**src/rtl/cdb_arbiter_pkg.sv**
```systemverilog
// Shared out-of-order core types: ROB index and result widths and the CDB lane record.
// The ROB uses the same lane typedef, so changing a width here changes it on both sides.
package cdb_arbiter_pkg;
    localparam int ROB_IDX_W  = 4;
    localparam int CDB_DATA_W = 16;
    localparam int CDB_LANES  = 4;

    typedef struct packed {
        logic                  valid;
        logic [ROB_IDX_W-1:0]  index;
        logic [CDB_DATA_W-1:0] value;
    } cdb_lane_t;
endpackage

```
**src/rtl/cdb_arbiter_if.sv**
```systemverilog
// Requester-side handshake and CDB lane bus of the arbiter.
// The slave modport is the arbiter's view; master is the driver/ROB side.
interface cdb_arbiter_if #(
    parameter int NUM_REQ   = 8,
    parameter int NUM_LANES = 4,
    parameter int IDX_W     = 4,
    parameter int DATA_W    = 16
);
    logic                        flush;
    logic [NUM_REQ-1:0]          req_valid;
    logic [NUM_REQ*IDX_W-1:0]    req_index;
    logic [NUM_REQ*DATA_W-1:0]   req_value;
    logic [NUM_REQ-1:0]          req_ready;
    logic [NUM_LANES-1:0]        cdb_valid;
    logic [NUM_LANES*IDX_W-1:0]  cdb_index;
    logic [NUM_LANES*DATA_W-1:0] cdb_value;
    logic [2:0]                  grant_cnt;

    modport slave (
        input  flush, req_valid, req_index, req_value,
        output req_ready, cdb_valid, cdb_index, cdb_value, grant_cnt
    );

    modport master (
        output flush, req_valid, req_index, req_value,
        input  req_ready, cdb_valid, cdb_index, cdb_value, grant_cnt
    );
endinterface

```
**src/rtl/cdb_arbiter_pick.sv**
```systemverilog
// Purpose: round-robin pick of up to NUM_LANES requesters starting at ptr.
// Latency: purely combinational. Backpressure: none; unpicked requesters simply wait.
module rr_pick_n #(
    parameter int NUM_REQ   = 8,
    parameter int NUM_LANES = 4,
    parameter int PTR_W     = (NUM_REQ > 1) ? $clog2(NUM_REQ) : 1
) (
    input  logic [NUM_REQ-1:0]                  req_i,
    input  logic [PTR_W-1:0]                    ptr_i,
    output logic [NUM_REQ-1:0]                  grant_o,
    output logic [NUM_LANES-1:0]                lane_vld_o,
    output logic [NUM_LANES-1:0][PTR_W-1:0]     lane_id_o,
    output logic [PTR_W-1:0]                    last_o,
    output logic                                any_o
);
    // Operands never exceed 2*NUM_REQ-2, so one conditional subtract is a full modulo.
    function automatic logic [PTR_W-1:0] wrap(input int v);
        return (v >= NUM_REQ) ? PTR_W'(v - NUM_REQ) : PTR_W'(v);
    endfunction

    logic [NUM_REQ-1:0] rot;
    logic [NUM_REQ-1:0] mask;
    logic [PTR_W-1:0]   pos;
    logic               found;

    always_comb begin
        rot        = '0;
        grant_o    = '0;
        lane_vld_o = '0;
        lane_id_o  = '0;
        last_o     = ptr_i;
        pos        = '0;
        found      = 1'b0;
        for (int j = 0; j < NUM_REQ; j++) begin
            rot[j] = req_i[wrap(int'(ptr_i) + j)];
        end
        mask = rot;
        for (int k = 0; k < NUM_LANES; k++) begin
            found = 1'b0;
            pos   = '0;
            for (int j = 0; j < NUM_REQ; j++) begin
                if (!found && mask[j]) begin
                    found = 1'b1;
                    pos   = PTR_W'(j);
                end
            end
            if (found) begin
                mask[pos]     = 1'b0;
                lane_vld_o[k] = 1'b1;
                lane_id_o[k]  = wrap(int'(ptr_i) + int'(pos));
                grant_o[lane_id_o[k]] = 1'b1;
                last_o        = lane_id_o[k];
            end
        end
        any_o = lane_vld_o[0];
    end
endmodule

```
**src/rtl/cdb_arbiter.sv**
```systemverilog
// Purpose: share the ROB's CDB write lanes among NUM_REQ result ports, round-robin.
// Latency: grant is combinational, lane data registered one cycle. Backpressure: ungranted ports hold valid.
module cdb_arbiter
    import cdb_arbiter_pkg::*;
#(
    parameter int NUM_REQ   = 8,
    parameter int NUM_LANES = CDB_LANES,
    parameter int IDX_W     = ROB_IDX_W,
    parameter int DATA_W    = CDB_DATA_W
) (
    input  logic            clk,
    input  logic            rst,
    cdb_arbiter_if.slave    bus
);
    localparam int PTR_W = (NUM_REQ > 1) ? $clog2(NUM_REQ) : 1;

    logic [PTR_W-1:0]                ptr_q, ptr_d;
    cdb_lane_t [NUM_LANES-1:0]       lane_q, lane_d;
    logic [2:0]                      cnt_q, cnt_d;

    logic [NUM_REQ-1:0]              grant;
    logic [NUM_LANES-1:0]            lane_vld;
    logic [NUM_LANES-1:0][PTR_W-1:0] lane_id;
    logic [PTR_W-1:0]                last_id;
    logic                            any_grant;
    logic                            gate;

    rr_pick_n #(
        .NUM_REQ   (NUM_REQ),
        .NUM_LANES (NUM_LANES),
        .PTR_W     (PTR_W)
    ) u_pick (
        .req_i      (bus.req_valid),
        .ptr_i      (ptr_q),
        .grant_o    (grant),
        .lane_vld_o (lane_vld),
        .lane_id_o  (lane_id),
        .last_o     (last_id),
        .any_o      (any_grant)
    );

    // Reset and flush both suppress the handshake so requesters keep their results.
    assign gate          = rst | bus.flush;
    assign bus.req_ready = gate ? '0 : grant;

    always_comb begin
        lane_d = lane_q;
        cnt_d  = 3'd0;
        for (int k = 0; k < NUM_LANES; k++) begin
            lane_d[k].valid = lane_vld[k] & ~gate;
            if (lane_d[k].valid) begin
                lane_d[k].index = bus.req_index[int'(lane_id[k])*IDX_W +: IDX_W];
                lane_d[k].value = bus.req_value[int'(lane_id[k])*DATA_W +: DATA_W];
                cnt_d           = cnt_d + 3'd1;
            end
        end
    end

    always_comb begin
        ptr_d = ptr_q;
        if (!gate && any_grant) begin
            ptr_d = (last_id == PTR_W'(NUM_REQ - 1)) ? '0 : last_id + 1'b1;
        end
    end

    always_ff @(posedge clk) begin
        if (rst) begin
            ptr_q  <= '0;
            lane_q <= '0;
            cnt_q  <= 3'd0;
        end else begin
            ptr_q  <= ptr_d;
            lane_q <= lane_d;
            cnt_q  <= cnt_d;
        end
    end

    for (genvar k = 0; k < NUM_LANES; k++) begin : g_lane_out
        assign bus.cdb_valid[k]                    = lane_q[k].valid;
        assign bus.cdb_index[k*IDX_W +: IDX_W]     = lane_q[k].index;
        assign bus.cdb_value[k*DATA_W +: DATA_W]   = lane_q[k].value;
    end
    assign bus.grant_cnt = cnt_q;
endmodule

```
**src/flat_wrapper.sv**
```systemverilog
// flat-port wrapper written by rule: the top's interface ports become plain ports
module cdb_arbiter_flat import cdb_arbiter_pkg::*;
#(
    parameter int NUM_REQ   = 8,
    parameter int NUM_LANES = CDB_LANES,
    parameter int IDX_W     = ROB_IDX_W,
    parameter int DATA_W    = CDB_DATA_W
)
  (clk, rst, bus_flush, bus_req_valid, bus_req_index, bus_req_value, bus_req_ready, bus_cdb_valid, bus_cdb_index, bus_cdb_value, bus_grant_cnt);
  cdb_arbiter_if #(.NUM_REQ(NUM_REQ), .NUM_LANES(NUM_LANES), .IDX_W(IDX_W), .DATA_W(DATA_W)) bus_i ();
  input  logic clk;
  input  logic rst;
  input wire logic [$bits(bus_i.flush)-1:0] bus_flush;
  input wire logic [$bits(bus_i.req_valid)-1:0] bus_req_valid;
  input wire logic [$bits(bus_i.req_index)-1:0] bus_req_index;
  input wire logic [$bits(bus_i.req_value)-1:0] bus_req_value;
  output wire logic [$bits(bus_i.req_ready)-1:0] bus_req_ready;
  output wire logic [$bits(bus_i.cdb_valid)-1:0] bus_cdb_valid;
  output wire logic [$bits(bus_i.cdb_index)-1:0] bus_cdb_index;
  output wire logic [$bits(bus_i.cdb_value)-1:0] bus_cdb_value;
  output wire logic [$bits(bus_i.grant_cnt)-1:0] bus_grant_cnt;
  assign bus_i.flush = bus_flush;
  assign bus_i.req_valid = bus_req_valid;
  assign bus_i.req_index = bus_req_index;
  assign bus_i.req_value = bus_req_value;
  assign bus_req_ready = bus_i.req_ready;
  assign bus_cdb_valid = bus_i.cdb_valid;
  assign bus_cdb_index = bus_i.cdb_index;
  assign bus_cdb_value = bus_i.cdb_value;
  assign bus_grant_cnt = bus_i.grant_cnt;
  cdb_arbiter #(.NUM_REQ(NUM_REQ), .NUM_LANES(NUM_LANES), .IDX_W(IDX_W), .DATA_W(DATA_W)) u_core (.clk(clk), .rst(rst), .bus(bus_i));
endmodule
```
**config.mk**
```make
export PLATFORM = sky130hd
export DESIGN_NAME = cdb_arbiter_flat
export DESIGN_NICKNAME = d
export VERILOG_FILES = /design/src/rtl/cdb_arbiter_pkg.sv /design/src/rtl/cdb_arbiter_if.sv /design/src/rtl/cdb_arbiter_pick.sv /design/src/rtl/cdb_arbiter.sv /design/src/flat_wrapper.sv
export SDC_FILE = /design/constraint.sdc
export NUM_CORES = 1
export LEC_CHECK = 0
export CORE_MARGIN = 2
export CORE_UTILIZATION = 52
export DETAILED_ROUTE_END_ITERATION = 8
export PLACE_DENSITY = 0.89
export SYNTH_ARGS = -nofsm -noshare
export SYNTH_HDL_FRONTEND = slang
export SYNTH_SLANG_ARGS = --single-unit
```
**constraint.sdc**
```tcl
create_clock -name clk -period 8.7 [get_ports clk]
set_clock_uncertainty 0.05 [all_clocks]
set_input_delay 1.305 -clock clk [delete_from_list [all_inputs] [get_ports clk]]
set_output_delay 1.305 -clock clk [all_outputs]
set_load 0.1 [all_outputs]
```
Yosys cells after proc, flatten, opt, wreduce, memory -nomap -nowiden

Index checks and enable logic that the tools add are counted.

Output and inout bits: 95
Input port bits: 171
Word-level logic and storage cells: 291
Register bits: 90

Bitwise operators: 15
Reductions and logical operators: 65
Equality and inequality tests: 1
Magnitude comparators: 34
Multiplexer cells: 127
Shifts and indexed selects: 8
Add/subtract/negate cells: 27

Operators by type and width:

| kind                  | number |
|---|---|
| $shiftx A128 B8 Y16   | 4 |
| $mux W3               | 48 |
| $shiftx A32 B6 Y4     | 4 |
| $mux W8               | 8 |
| $lt A3 B4 Y1 const B  | 15 |
| $mux W1               | 56 |
| $ge A4 B4 Y1 const B  | 11 |
| $logic_and A1 B1 Y1   | 36 |
| $sub A3 B1 Y3 const B | 12 |
| $logic_not A1 Y1      | 29 |
| $and A8 B8 Y8         | 3 |
| $bmux W1 S3           | 8 |
| $not A8 Y8            | 3 |
| $or A8 B8 Y8          | 3 |
| $demux W1 S3          | 7 |
| $ge A3 B1 Y1 const B  | 7 |
| $add A3 B3 Y4         | 4 |
| $add A3 B3 Y4 const B | 4 |
| $add A3 B1 Y3 const B | 3 |
| $add A3 B2 Y4 const B | 2 |
| $add A3 B1 Y4 const B | 1 |
| $and A1 B1 Y1         | 4 |
| $ge A3 B4 Y1 const B  | 1 |
| $eq A3 B3 Y1 const B  | 1 |
| other kinds (3)       | 3 |

Depth between registers and ports, before layout

Depth after elaboration: 123
Gate-level depth with buffers: 27
Mapped depth without buffers: 23

By module

A second synthesis with hierarchy kept.

Cells, all modules: 1,110
Area total of the unflattened synthesis: 10,163.5 um^2

By module, submodules not included:

| module      | sequential area each (um^2) | times used | area each (um^2) | cells each |
|---|---|---|---|---|
| cdb_arbiter | 1,801.7                     | 1          | 7,856.3          | 801 |
| rr_pick_n   | 0.0                         | 1          | 2,307.2          | 309 |

Worst setup path before layout

Ideal clock, no wire load.

Path type: input-to-output
Start: input bus_req_valid[7]
End: output bus_req_ready[6]
Stages on the path: 19
Required time: 7,345 ps
Arrival: 7,066 ps
Slack: 279 ps
Path buffers: 4
Cells stage by stage: mux4_2 -> buf_2 -> a211oi_2 -> or2_2 -> clkbuf_1 -> o21a_1 -> nor2_1 -> maj3_1 -> o22ai_1 -> ha_1 -> inv_1 -> fa_1 -> xnor2_1 -> nand2_1 -> nand2_2 -> buf_2 -> buf_2 -> a221oi_1 -> a21oi_1

Word-level cells in the longest chain between the ends: 121
Elaborated cells on any way between the ends: 200
Those cells by class: add/sub (8); order compare (18); mux (102); bitwise (9); reduce/logical (63)

RTL lines:

| item                                                               | line                   | source |
|---|---|---|
| from (decl)                                                        | flat_wrapper.sv:14     | `input wire logic [$bits(bus_i.req_valid)-1:0] bus_req_valid;` |
| $bmux W1 S3                                                        | cdb_arbiter_pick.sv:35 | `rot[j] = req_i[wrap(int'(ptr_i) + j)];` |
| $mux W1 (not written as such)                                      | cdb_arbiter_pick.sv:35 |  |
| $mux W1                                                            | cdb_arbiter_pick.sv:42 | `if (!found && mask[j]) begin` |
| $logic_not A1 Y1                                                   | cdb_arbiter_pick.sv:42 |  |
| $logic_and A1 B1 Y1                                                | cdb_arbiter_pick.sv:42 |  |
| $mux W1                                                            | cdb_arbiter_pick.sv:42 |  |
| $logic_not A1 Y1                                                   | cdb_arbiter_pick.sv:42 |  |
| $logic_and A1 B1 Y1                                                | cdb_arbiter_pick.sv:42 |  |
| [... 105 more ...]                                                 | -                      |  |
| $mux W3                                                            | cdb_arbiter_pick.sv:18 | `return (v >= NUM_REQ) ? PTR_W'(v - NUM_REQ) : PTR_W'(v);` |
| $lt A3 B4 Y1 (not written as such) or $ge A3 B1 Y1 (tied branches) | cdb_arbiter_pick.sv:51 | `grant_o[lane_id_o[k]] = 1'b1;` |
| $logic_and A1 B1 Y1 (not written as such)                          | cdb_arbiter_pick.sv:51 |  |
| $mux W1 (not written as such)                                      | cdb_arbiter_pick.sv:51 |  |
| $demux W1 S3                                                       | cdb_arbiter_pick.sv:51 |  |
| $or A8 B8 Y8 (no line)                                             | -                      |  |
| $mux W8 *                                                          | cdb_arbiter_pick.sv:47 | `if (found) begin` |
| $mux W8 *                                                          | cdb_arbiter.sv:44      | `assign bus.req_ready = gate ? '0 : grant;` |
| to (decl)                                                          | flat_wrapper.sv:17     | `output wire logic [$bits(bus_i.req_ready)-1:0] bus_req_ready;` |

Every way passes the cells marked *; elsewhere a longest branch is shown, timed or not. The select of a mux whose other input is x is not followed.

Worst setup path after layout

Start: register u_core.ptr_q[1]
End: output bus_req_ready[0]

Word-level cells in the longest chain between the ends: 123
Elaborated cells on any way between the ends: 231
Those cells by class: add/sub (23); order compare (26); mux (110); bitwise (9); reduce/logical (63)

RTL lines:

| item                                                    | line                   | source |
|---|---|---|
| from (decl)                                             | cdb_arbiter.sv:17      | `logic [PTR_W-1:0] ptr_q, ptr_d;` |
| from (signal assigned)                                  | cdb_arbiter.sv:72      | `ptr_q <= ptr_d;` |
| branches (longest 121 deep; another with $add A3 B1 Y4) | -                      |  |
| $mux W8 *                                               | cdb_arbiter_pick.sv:47 |  |
| $mux W8 *                                               | cdb_arbiter.sv:44      |  |

Mark *: on every way between the ends. The select of a mux whose other input is x is not followed.

==> results.cfg <==
[placement]
port_buffers = 265
routabilityCongestion = 0.994
placed_area_um2 = 13500
post-place-ws_ns = 0.880
dp_hpwl_mm = 33.8

[yosys]
synthAdderAreaFrac = 0.0213
synthArstFlopShare = 0
yosysTopAreaCell = dfxtp_1
syn_avg_cell_area_um2 = 7.68
synthTopCellsByArea = dfxtp_1 (17%), mux4_2 (8.2%), mux2i_1 (6.1%)
yosysWarnings = 0
synthMuxAreaShare = 0.179
synthSimpleGateAreaFrac = 0.199
ys_ff_latch = 90
synth_top_family_by_area = compound AO/OA/AOI/OAI gates
synth-main-ff-cell = dfxtp_1
synth_fp_nets = 1578
synth_xor_area_frac = 0.0153
synth_cells = 1392
synth_top_area_share = 0.168
syn_area_um2 = 10700
yosysUniqueCellTypes = 82
synth_edf_count = 0
synth_compound_area_frac = 0.359
synth_seq_area_share = 0.168

[setup_path]
cp-start-kind = register
r2r_start = u_core.ptr_q[1]
path_class = register to output port
path_delay_family = compound AO/OA/AOI/OAI gates
path_cells = inv_1, ha_1, mux2_2, o22a_1, a211oi_2, o22ai_1, o21ai_2, nand2_1, o221ai_1, ha_1, inv_1, fa_1, xnor2_1, xnor2_1, a32o_1, a31oi_1, a21oi_1, buf_12
cp.arrival_ns = 6.81
reg2reg_to = u_core.bus.cdb_index[13]
crit_buf_inv = 3
worst-path-max-fanout = 18
end_kind = output port
rrSetupSlack_ns = 1.57
rr_worst_depth = 19
critPathMaxStageDelay_ns = 1.01
cp_slowest_cell = xnor2_1
cp.required_ns = 7.34

[timing]
worst_slack_ns = 0.540
slew_headroom = 0.0774
period_share = 0.938
finalSetupViolations = 0
rsz0062_at_grt = false
worst_pin_slew_ns = 1.38
tns_ns = 0
whs_ns = 0.414
min_period_ns = 8.16
clock.fmax_mhz = 123
finalHoldViolCount = 0
finalMaxSlewViolations = 0

[floorplanning]
dieArea_um2 = 21700
initial_core_util = 0.529
rows = 52
die_x_um = 147
coreArea_um2 = 20200
fp.dieH_um = 147
io_pins = 266

[global_routing]
grt_usage = 0.442
grt_pass1_vias = 13300
antenna_found_initial = 2
grt_max_degree = 60
grt_pass1_wl_mm = 75.2
grt-ovfl-total = 0

[routing]
antenna_left = 0
drc = 0
routed_via_density = 7.59
wl_per_cell_um = 26.8
first_iter_violations = 2638
vias = 14000
wl_mm = 49.6
drt_pass1_iterations = 9

[clock_network]
clock-sinks = 90
cts_tree = done
post-cts-setup-buffers = 0
htreeDepth = 3
cts.path.max_buffers = 2
clk_latency_ns = 0.37
hold_buffers = 0
cts_root_buf = clkbuf_16
post_cts_resized = 0
cts_made_buffers = 9
clk_pin_slew_ns = 0.09

[final_layout]
final_area_um2 = 13800
syn2layout_area_growth_pct = 29.3
drive_above_1_share = 0.110
num-nets-final = 1760

[min_path]
holdPathStages = 2
worstHoldStart = u_core.bus.cdb_index[6]
worstHoldEndpoint = u_core.bus.cdb_index[6]
hp-class = register to register

[job]
max_cap_violations = 0

[outcome]
outcome = complete, no violations
-- area by class of cell --
class / count / area (um^2)
Inverter: 16 / 60.1
Multi-Input combinational cell: 1156 / 8330
Timing Repair Buffer: 301 / 3000
Tap cell: 270 / 338
Fill cell: 1664 / 6410
Sequential cell: 90 / 1800
Antenna cell: 2 / 5.00
Clock inverter: 6 / 53.8
Clock buffer: 10 / 239
-- layer usage --
metal / vias up / part of all wire / global-route usage
li1: 5769 / - / -
met1: 6342 / 0.34 / 0.556
met2: 1501 / 0.41 / 0.644
met3: 434 / 0.17 / 0.165
met4: 2 / 0.079 / 0.261
met5: - / 0.00089 / 0.0159
-- registers in the layout, summed over array words and instances, names as in the netlist --
register / count
u_core.bus.cdb_value: 64
u_core.bus.cdb_index: 16
u_core.bus.cdb_valid: 4
u_core.bus.grant_cnt: 3
u_core.ptr_q: 3
-- cell usage after synthesis (11+ instances only) --
library cell,instances
nand2b_1,29
a21o_1,13
a21oi_1,89
mux2_2,30
o21ai_0,120
ha_1,11
mux4_2,39
o22ai_1,80
nand2_1,156
nor2_1,42
o211a_1,18
clkbuf_1,87
mux2i_1,65
and2_1,35
buf_2,26
nand3b_1,45
nor3_1,35
nand3_1,38
a32o_1,17
dfxtp_1,90
o221ai_1,14
a221o_1,18
a31oi_1,37
a211oi_1,45
o211ai_1,33
inv_1,14
nor2b_1,13
-- worst max-delay path by stage --
stage	from	endpoint	slack, ns	depth (start not counted)
floorplan	bus_req_valid[7]	bus_req_ready[6]	0.28	19
global placement	bus_req_valid[4]	bus_req_ready[6]	0.97	19
detailed placement	bus_req_valid[4]	bus_req_ready[6]	0.88	19
CTS	u_core.ptr_q[1]	bus_req_ready[0]	0.75	18
global route	u_core.ptr_q[1]	bus_req_ready[6]	0.16	21
finish	u_core.ptr_q[1]	bus_req_ready[0]	0.54	18
-- worst min-delay path: cells and delay by family (launching register included) --
family	cells	cell delay (ns)
DFF	1	0.34
and+or+nand+nor	2	0.10
-- through the flow --
| stage | instances | util |
|---|---|---|
| after global routing | 1851 | 0.683 |
| final | 1851 | 0.683 |
| after CTS | 1849 | 0.683 |
| after global placement | 1833 | 0.669 |
| after detailed placement | 1833 | 0.669 |
| after floorplan | 1392 | - |
-- kinds of logic after synthesis --
group	count (synthesis)
adders and majority gates	16
xor gates and xnor gates	17
AOI/OAI and AO/OA	566
and+or+nand+nor	420
DFF	90
buffers and inverters	146
muxes	137
-- cell usage in the layout (no fill, tap or decap), types with 28 or more instances in the layout --
master / instances
nor3_1: 35
nand3b_1: 45
o211ai_1: 33
nand2_1: 156
o22ai_1: 80
o21ai_0: 120
a31oi_1: 37
mux4_2: 39
clkdlybuf4s50_1: 257
dfxtp_1: 90
mux2i_1: 65
a21oi_1: 87
and2_1: 35
nor2_1: 40
mux2_2: 30
buf_4: 36
nand2b_1: 28
nand3_1: 38
a211oi_1: 45
Power is not shown: default switching activity piles up to over one toggle a cycle in this logic, so the estimate is an artifact.
